[config.mk]
export PLATFORM = sky130hd
export DESIGN_NAME = mem_access_unit
export DESIGN_NICKNAME = d
export VERILOG_FILES = /design/src/rtl/mem_pkg.sv /design/src/rtl/mem_access_unit_load_ext.sv /design/src/rtl/mem_access_unit.sv
export SDC_FILE = /design/constraint.sdc
export NUM_CORES = 1
export LEC_CHECK = 0
export BUFFER_PORTS_ARGS = -buffer_cell sky130_fd_sc_hd__buf_2
export CAP_MARGIN = 20
export CORE_AREA = 4 4 160 85
export CTS_CLUSTER_SIZE = 25
export DETAILED_ROUTE_END_ITERATION = 8
export DIE_AREA = 0 0 164 89
export PLACE_DENSITY = 0.63
export REMOVE_ABC_BUFFERS = 1
export SLEW_MARGIN = 20
export SYNTH_ARGS = -nofsm -noshare
export SYNTH_HDL_FRONTEND = slang
export SYNTH_HIERARCHICAL = 1
export SYNTH_SLANG_ARGS = --single-unit
[constraint.sdc]
create_clock -name clk -period 3.3 [get_ports clk]
set_input_delay 0 -clock clk [delete_from_list [all_inputs] [get_ports clk]]
set_output_delay 0 -clock clk [all_outputs]
set_load 0.005 [all_outputs]
[src/rtl/mem_pkg.sv]
// Shared encodings for the M-stage memory access unit: memory op codes, FSM states,
// and op classification helpers.
package mem_pkg;

  localparam logic [3:0] MEM_NONE = 4'd0;
  localparam logic [3:0] LW       = 4'd1;
  localparam logic [3:0] LH       = 4'd2;
  localparam logic [3:0] LHU      = 4'd3;
  localparam logic [3:0] LB       = 4'd4;
  localparam logic [3:0] LBU      = 4'd5;
  localparam logic [3:0] SW       = 4'd6;
  localparam logic [3:0] SH       = 4'd7;
  localparam logic [3:0] SB       = 4'd8;

  typedef enum logic [1:0] {
    StIdle,
    StBusy,
    StDone
  } state_e;

  function automatic logic is_store(input logic [3:0] op);
    return op inside {SW, SH, SB};
  endfunction

  function automatic logic is_load(input logic [3:0] op);
    return op inside {LW, LH, LHU, LB, LBU};
  endfunction

endpackage

[src/rtl/mem_access_unit_load_ext.sv]
// Load data extender: selects the addressed half/byte from a bus word and
// sign/zero-extends it; stores and unknown ops produce zero.
module load_ext
  import mem_pkg::*;
(
  input  logic [31:0] word_i,
  input  logic [1:0]  lane_i,
  input  logic [3:0]  op_i,
  output logic [31:0] data_o
);

  logic [15:0] half;
  logic [7:0]  byte_sel;

  always_comb begin
    half     = lane_i[1] ? word_i[31:16] : word_i[15:0];
    byte_sel = word_i[7:0];
    case (lane_i)
      2'd0:    byte_sel = word_i[7:0];
      2'd1:    byte_sel = word_i[15:8];
      2'd2:    byte_sel = word_i[23:16];
      default: byte_sel = word_i[31:24];
    endcase

    data_o = '0;
    case (op_i)
      LW:      data_o = word_i;
      LH:      data_o = {{16{half[15]}}, half};
      LHU:     data_o = {16'h0000, half};
      LB:      data_o = {{24{byte_sel[7]}}, byte_sel};
      LBU:     data_o = {24'h000000, byte_sel};
      default: data_o = '0;
    endcase
  end

endmodule

[src/rtl/mem_access_unit.sv]
// M-stage load/store unit: one req/ready bus transaction per access, stalling the pipeline
// until DONE. Optional misalignment trap enabled by defining MEM_ALIGN_CHECK_EN.
module mem_access_unit
  import mem_pkg::*;
#(
  parameter int unsigned BUS_TIMEOUT = 255,
  parameter int unsigned CNT_W       = 8
) (
  input  logic        clk,
  input  logic        reset,
  input  logic [3:0]  MemOpM,
  input  logic [31:0] ResultM,
  input  logic [31:0] WriteDataM,
  output logic [31:0] ReadDataM,
  output logic        StallM,
  output logic        BusErrM,
  output logic        ExcAdM,
  output logic        m_req,
  output logic        m_we,
  output logic [31:0] m_addr,
  output logic [3:0]  m_byteen,
  output logic [31:0] m_wdata,
  input  logic        m_ready,
  input  logic [31:0] m_rdata
);

  localparam logic             TimeoutEn  = (BUS_TIMEOUT != 0);
  localparam logic [CNT_W-1:0] TimeoutCnt = CNT_W'(BUS_TIMEOUT);

  state_e           state_q, state_d;
  logic [CNT_W-1:0] cnt_q, cnt_d;
  logic [31:0]      rdata_q, rdata_d;
  logic [1:0]       lane_q, lane_d;
  logic [3:0]       op_q, op_d;
  logic             err_q, err_d;
  logic             access, done, req, misalign, exc_flag;
  logic [31:0]      ext_data;
  logic [3:0]       byteen;
  logic [31:0]      wdata;

  assign access = (MemOpM != MEM_NONE);
  assign done   = (state_q == StDone);

`ifdef MEM_ALIGN_CHECK_EN
  logic exc_q;

  always_comb begin
    misalign = 1'b0;
    case (MemOpM)
      LW, SW:      misalign = (ResultM[1:0] != 2'b00);
      LH, LHU, SH: misalign = ResultM[0];
      default:     misalign = 1'b0;
    endcase
  end

  always_ff @(posedge clk) begin
    if (reset) begin
      exc_q <= 1'b0;
    end else if (state_q == StIdle) begin
      exc_q <= access && misalign;
    end
  end

  assign exc_flag = done && exc_q;
`else
  assign misalign = 1'b0;
  assign exc_flag = 1'b0;
`endif

  always_comb begin
    state_d = state_q;
    cnt_d   = cnt_q;
    rdata_d = rdata_q;
    lane_d  = lane_q;
    op_d    = op_q;
    err_d   = err_q;
    req     = 1'b0;
    case (state_q)
      StIdle: begin
        req   = access && !misalign;
        cnt_d = '0;
        err_d = 1'b0;
        if (access && misalign) begin
          state_d = StDone;
          rdata_d = '0;
          op_d    = MemOpM;
        end else if (req && m_ready) begin
          state_d = StDone;
          rdata_d = m_rdata;
          lane_d  = ResultM[1:0];
          op_d    = MemOpM;
        end else if (access) begin
          state_d = StBusy;
        end
      end
      StBusy: begin
        req   = 1'b1;
        cnt_d = cnt_q + CNT_W'(1);
        if (m_ready) begin
          state_d = StDone;
          cnt_d   = '0;
          rdata_d = m_rdata;
          lane_d  = ResultM[1:0];
          op_d    = MemOpM;
        end else if (TimeoutEn && (cnt_d == TimeoutCnt)) begin
          // Abort with zero data; the error flag reaches BusErrM in DONE.
          state_d = StDone;
          cnt_d   = '0;
          err_d   = 1'b1;
          rdata_d = '0;
          op_d    = MemOpM;
        end
      end
      StDone:  state_d = StIdle;
      default: state_d = StIdle;
    endcase
  end

  always_ff @(posedge clk) begin
    if (reset) begin
      state_q <= StIdle;
      cnt_q   <= '0;
      rdata_q <= '0;
      lane_q  <= '0;
      op_q    <= MEM_NONE;
      err_q   <= 1'b0;
    end else begin
      state_q <= state_d;
      cnt_q   <= cnt_d;
      rdata_q <= rdata_d;
      lane_q  <= lane_d;
      op_q    <= op_d;
      err_q   <= err_d;
    end
  end

  load_ext u_load_ext (
    .word_i (rdata_q),
    .lane_i (lane_q),
    .op_i   (op_q),
    .data_o (ext_data)
  );

  always_comb begin
    byteen = 4'b0000;
    wdata  = '0;
    case (MemOpM)
      SW: begin
        byteen = 4'b1111;
        wdata  = WriteDataM;
      end
      SH: begin
        byteen = ResultM[1] ? 4'b1100 : 4'b0011;
        wdata  = {2{WriteDataM[15:0]}};
      end
      SB: begin
        byteen = 4'b0001 << ResultM[1:0];
        wdata  = {4{WriteDataM[7:0]}};
      end
      default: begin
        byteen = 4'b0000;
        wdata  = '0;
      end
    endcase
  end

  assign m_req     = !reset && req;
  assign m_we      = !reset && is_store(MemOpM);
  assign m_addr    = reset ? '0 : {ResultM[31:2], 2'b00};
  assign m_byteen  = reset ? '0 : byteen;
  assign m_wdata   = reset ? '0 : wdata;
  assign StallM    = !reset && access && !done;
  assign ReadDataM = (!reset && done && !exc_flag) ? ext_data : '0;
  assign BusErrM   = !reset && done && err_q;
  assign ExcAdM    = !reset && exc_flag;

endmodule

-- After elaboration in Yosys (flattened, before gate mapping)
Index checks and enable logic that the tools add are counted.
- logic and storage cells: 78
- register bits: 49
- input bits: 103
- output and inout bits: 105
- reductions and logical operators: 18
- mux-type cells: 33
- equal/unequal tests: 19
- add/subtract/negate cells: 1
- shifts and indexed selects: 1
- operators with widths (operator ; count):
    $mux 32 ; 6
    $pmux 32 s5 ; 1
    $pmux 32 s3 ; 1
    $pmux 32 s2 ; 1
    $pmux 8 s3 ; 1
    $mux 4 ; 5
    $eq 4x3->1 const B ; 4
    $mux 16 ; 1
    $mux 8 ; 2
    $pmux 8 s2 ; 1
    $mux 2 ; 6
    $pmux 4 s3 ; 1
    $reduce_and 3->1 ; 3
    $add 8x1->8 const B ; 1
    $eq 4x2->1 const B ; 2
    $eq 8x8->1 const B ; 1
    $ne 2x2->1 const B ; 4
    $pmux 2 s2 ; 2
    $pmux 4 s2 ; 1
    $logic_and 1x1->1 ; 7
    $ne 3x3->1 const B ; 2
    $eq 2x1->1 const B ; 2
    $eq 2x2->1 const B ; 2
    $eq 4x1->1 const B ; 1
    other kinds (10) ; 14

-- Depth between registers and ports, before layout
- depth after elaboration: 5
- depth in mapped cells: 9

-- By module
The synthesis kept the hierarchy.
- by module, submodules not included (module ; area each (um^2) ; times used ; sequential area each (um^2) ; cells an instance):
    mem_access_unit ; 2907.8 ; 1 ; 980.9 ; 367
    load_ext ; 661.9 ; 1 ; 0.0 ; 85

-- Least setup slack after synthesis
OpenSTA, ideal clock, no wires.
- path type: register to register
- start: register cnt_q[0]
- end: register rdata_q[0]
- setup time: 0.117 ns
- stages on the path, launching flop included: 10
- buffers on the path: 2
- slack: 0.842 ns
- data required time: 3.183 ns
- clock period less this slack: 2.458 ns
- arrival: 2.341 ns
- path through: dfxtp_1 > ha_1 > nand3_1 > or3_1 > a222oi_1 > a21boi_2 > nor2b_1 > buf_2 > buf_6 > a22o_1
- longest elaborated chain between the ends: 4
- ends and longest elaborated chain (item ; line ; RTL):
    start, declared ; mem_access_unit.sv:31 ; logic [CNT_W-1:0] cnt_q, cnt_d;
    start signal, assigned ; mem_access_unit.sv:129 ; cnt_q <= cnt_d;
    $add 8x1->8 ; mem_access_unit.sv:98 ; cnt_d = cnt_q + CNT_W'(1);
    $eq 8x8->1 ; mem_access_unit.sv:105 ; end else if (TimeoutEn && (cnt_d == TimeoutCnt)) begin
    $ne 3x3->1 (no line) ; n/a ;
    $reduce_and 3->1 (no line) ; n/a ;
    end signal, assigned ; mem_access_unit.sv:130 ; rdata_q <= rdata_d;
    end, declared ; mem_access_unit.sv:32 ; logic [31:0] rdata_q, rdata_d;
Every way passes these cells.
A chain may end at the register's enable or synchronous reset.

-- Final worst setup path
- start: register cnt_q[0]
- end: register rdata_q[4]
Same word-level chain as after synthesis.

==> qor.yml <==
final_layout:
  layout_commonest_cell: "buf_2"
  drive_above_1_share_pct: 38.6
  area_delta_synth_final_pct: 45.8
  post-route-util_pct: 42.4
  finalNetCount: 772
  final_cell_mix: "buf_2, nand2_1, dfxtp_1"
  diodes: 0
  fillCellCount: 1270
timing:
  fin_ws_ns: 0.467
  rsz0062_at_grt: "false"
  fin_crit_ns: 2.83
  slew_viol_final: 0
  slew_headroom_pct: 28.1
  worst_pin_slew_ns: 1.07
  hold_viol: 0
  holdWs_ns: 0.00839
  fmax_mhz: 353
  tns_ns: 0
  skew_ns: 0.00775
  period_share_pct: 85.9
  setup_viol: 0
routing:
  drc_errors: 0
  wl_met2_um: 5950
  firstDrtPassIters: 6
  viasPerCell: 4.97
  wl_met3_um: 753
  drt.antenna.violating_nets: 0
  drtIter0Drc: 307
  vias: 4169
  wl_per_cell_um: 15.6
  drt_wl_total_um: 13100
  top_layer: "met5"
  met1Wirelength_um: 6280
worst_setup_path:
  worstSetupPathType: "reg2reg"
  arrival_ns: 3.02
  critPathCaptureType: "flip-flop"
  slowest_delay_ns: 0.53
  worst_setup_path_start_kind: "flip-flop"
  path_max_fanout: 32
  r2r_setup_slack_ns: 0.47
  crit_chain: "ha_1 > nand3_1 > or3_1 > a222oi_1 > a21boi_2 > nor2b_2 > buf_4 > a22o_1"
  cp.buffers_inverters: 1
  slowest_stage: "a222oi_1"
  worstPathRequired_ns: 3.48
  critical_path.top_delay_family: "compound AO/OA/AOI/OAI gates"
power_and_ir_drop:
  p_comb_share_pct: 24.5
  internal_power_mw: 1.23
  power.share.clock_pct: 35.2
  p_sw_mw: 0.469
  peakVddDrop_mv: 0.194
  switching_share_pct: 27.6
  pwr-share-seq_pct: 40.3
  leakagePower_nw: 2.65
  power_density_nw_per_um2: 327
floorplanning:
  pin_count: 208
  die_w_um: 164
  die_area_um2: 14600
  start_util_pct: 29.1
  num_rows: 29
  core_um2: 12300
  die_h_um: 89
synth:
  ys_ff_latch: 49
  postSynthCellCount: 452
  yosys.area_share.simple_pct: 31.1
  synthFlopType: "dfxtp_1"
  synth_compound_area_share_pct: 22.7
  ys_warn_count: 6
  ys_seq_area_share_pct: 27.5
  yosys.area_share.adder_pct: 0.701
  synthMuxAreaShare_pct: 11.8
  synth_top_family_by_area: "simple AND/OR/NAND/NOR gates"
  synth_async_sr_flop_share_pct: 0
  synth_area_um2: 3570
  synth-xor-area-share_pct: 0
  syn_area_per_cell_um2: 7.90
  synth_edf_count: 0
  ys_types: 48
clock_tree:
  cts.sinks: 49
  clk_pin_slew_ns: 0.07
  tritoncts: "yes"
  clk_latency_ns: 0.29
  cts_setup_buffers: 0
  cts.path.max_buffers: 2
  ctsRootBufferMaster: "clkbuf_16"
  cts_buffers: 5
  cts-htree-levels: 2
job:
  cap_violations: 0
grt:
  track_usage_pct: 17.3
  grt_max_degree: 59
  grt_pass1_wl_um: 20700
  overflow: 0
  antenna_found_initial: 1
  grt_pass1_vias: 4123
hold_path:
  holdCritPathClass: "in2reg"
place:
  place_congestion: 0.834
  numPortBuffers: 204
  place_ws_ns: 0.506
  dpl.hpwl_um: 9910
outcome:
  status: "finished, final reports clean"
[path summary, 6_finish.rpt]
kind / start / endpoint / cells past startpoint
hold / removal: MemOpM[1] / op_q[1] / 3
setup / recovery: cnt_q[0] / rdata_q[4] / 8
hold reg to reg: cnt_q[7] / cnt_q[7] / 1
setup reg to reg: cnt_q[0] / rdata_q[4] / 8
[worst register-to-register path: stages, from the launching register on]
cell and delay [ns]:
dfxtp_1 0.45, ha_1 0.31, nand3_1 0.15, or3_1 0.35, a222oi_1 0.53, a21boi_2 0.24
nor2b_2 0.22, buf_4 0.25, a22o_1 0.23
[cell usage after synthesis, drive strengths merged (2+ instances only)]
cell type | count | area share [%]
mux2 | 17 | 5.4
buf | 14 | 2.8
a21o | 3 | 0.63
clkbuf | 26 | 2.7
a221o | 15 | 4.2
nand3 | 7 | 0.98
a32oi | 2 | 0.49
ha | 2 | 0.70
or2 | 2 | 0.35
and2 | 9 | 1.6
a21oi | 32 | 4.8
mux2i | 5 | 1.4
nor3b | 2 | 0.88
nor3 | 4 | 0.56
and3 | 33 | 5.8
nor2 | 28 | 2.9
o21ai | 6 | 0.84
mux4 | 8 | 5.0
a22o | 33 | 8.1
or3 | 2 | 0.35
inv | 5 | 0.53
dfxtp | 49 | 27
nand2 | 80 | 8.4
nor2b | 42 | 7.4
nor4 | 3 | 0.53
a22oi | 3 | 0.63
a21boi | 3 | 0.74
a211oi | 3 | 0.63
[state kept, by name (all words and copies together) (netlist names)]
register  flops
cnt_q         8
err_q         1
rdata_q      32
op_q          4
state_q       2
lane_q        2
[layer usage]
metal	track usage (%)	vias to the layer above
li1	-	2049
met1	24.0	1974
met2	28.6	134
met4	2.59	2
met5	0	-
met3	3.64	10
[through the flow]
stage / instances / total power, mW / instance area, um^2
global route: 838 / 1.78 / 5200
global placement: 798 / 1.07 / 4700
CTS: 838 / 1.71 / 5200
detailed placement: 798 / 1.08 / 4700
finish: 838 / 1.70 / 5200
floorplan: 414 / 0.889 / 3380
[kinds of logic (layout without fill, tap and decap cells)]
| logic type | Yosys count | in the layout |
|---|---|---|
| flip-flops | 49 | 49 |
| AO/OA/AOI/OAI | 107 | 107 |
| other | 1 | 3 |
| adder cells (fa/ha/maj) | 2 | 2 |
| AND/OR/NAND/NOR | 218 | 218 |
| buffers and inverters | 45 | 259 |
| multiplexers | 30 | 30 |
[power by group through the flow]
stage	logic, mW	registers, mW	clock network, mW
floorplan	0.205	0.685	0
global placement	0.376	0.696	0
detailed placement	0.384	0.698	0
CTS	0.416	0.685	0.607
global route	0.456	0.694	0.634
finish	0.416	0.686	0.599
[final cells by class]
type                    instances  area (um^2)  area share [%]
clock buffers                   7          143            2.74
clock inverters                 1         30.0           0.577
repair buffers                246         1420            27.2
inverters                       5         18.8           0.361
multi-input cells             360         2400            46.2
flip-flops and latches         49          981            18.9
well taps                     170          213            4.09
[timing repair]
item / in CTS / in global routing
hold buffers: 32 / 0
endpoints found under the hold margin: 32 / 0
resized for setup: 0 / 0
No activity file was read; power rests on OpenSTA's default activity.
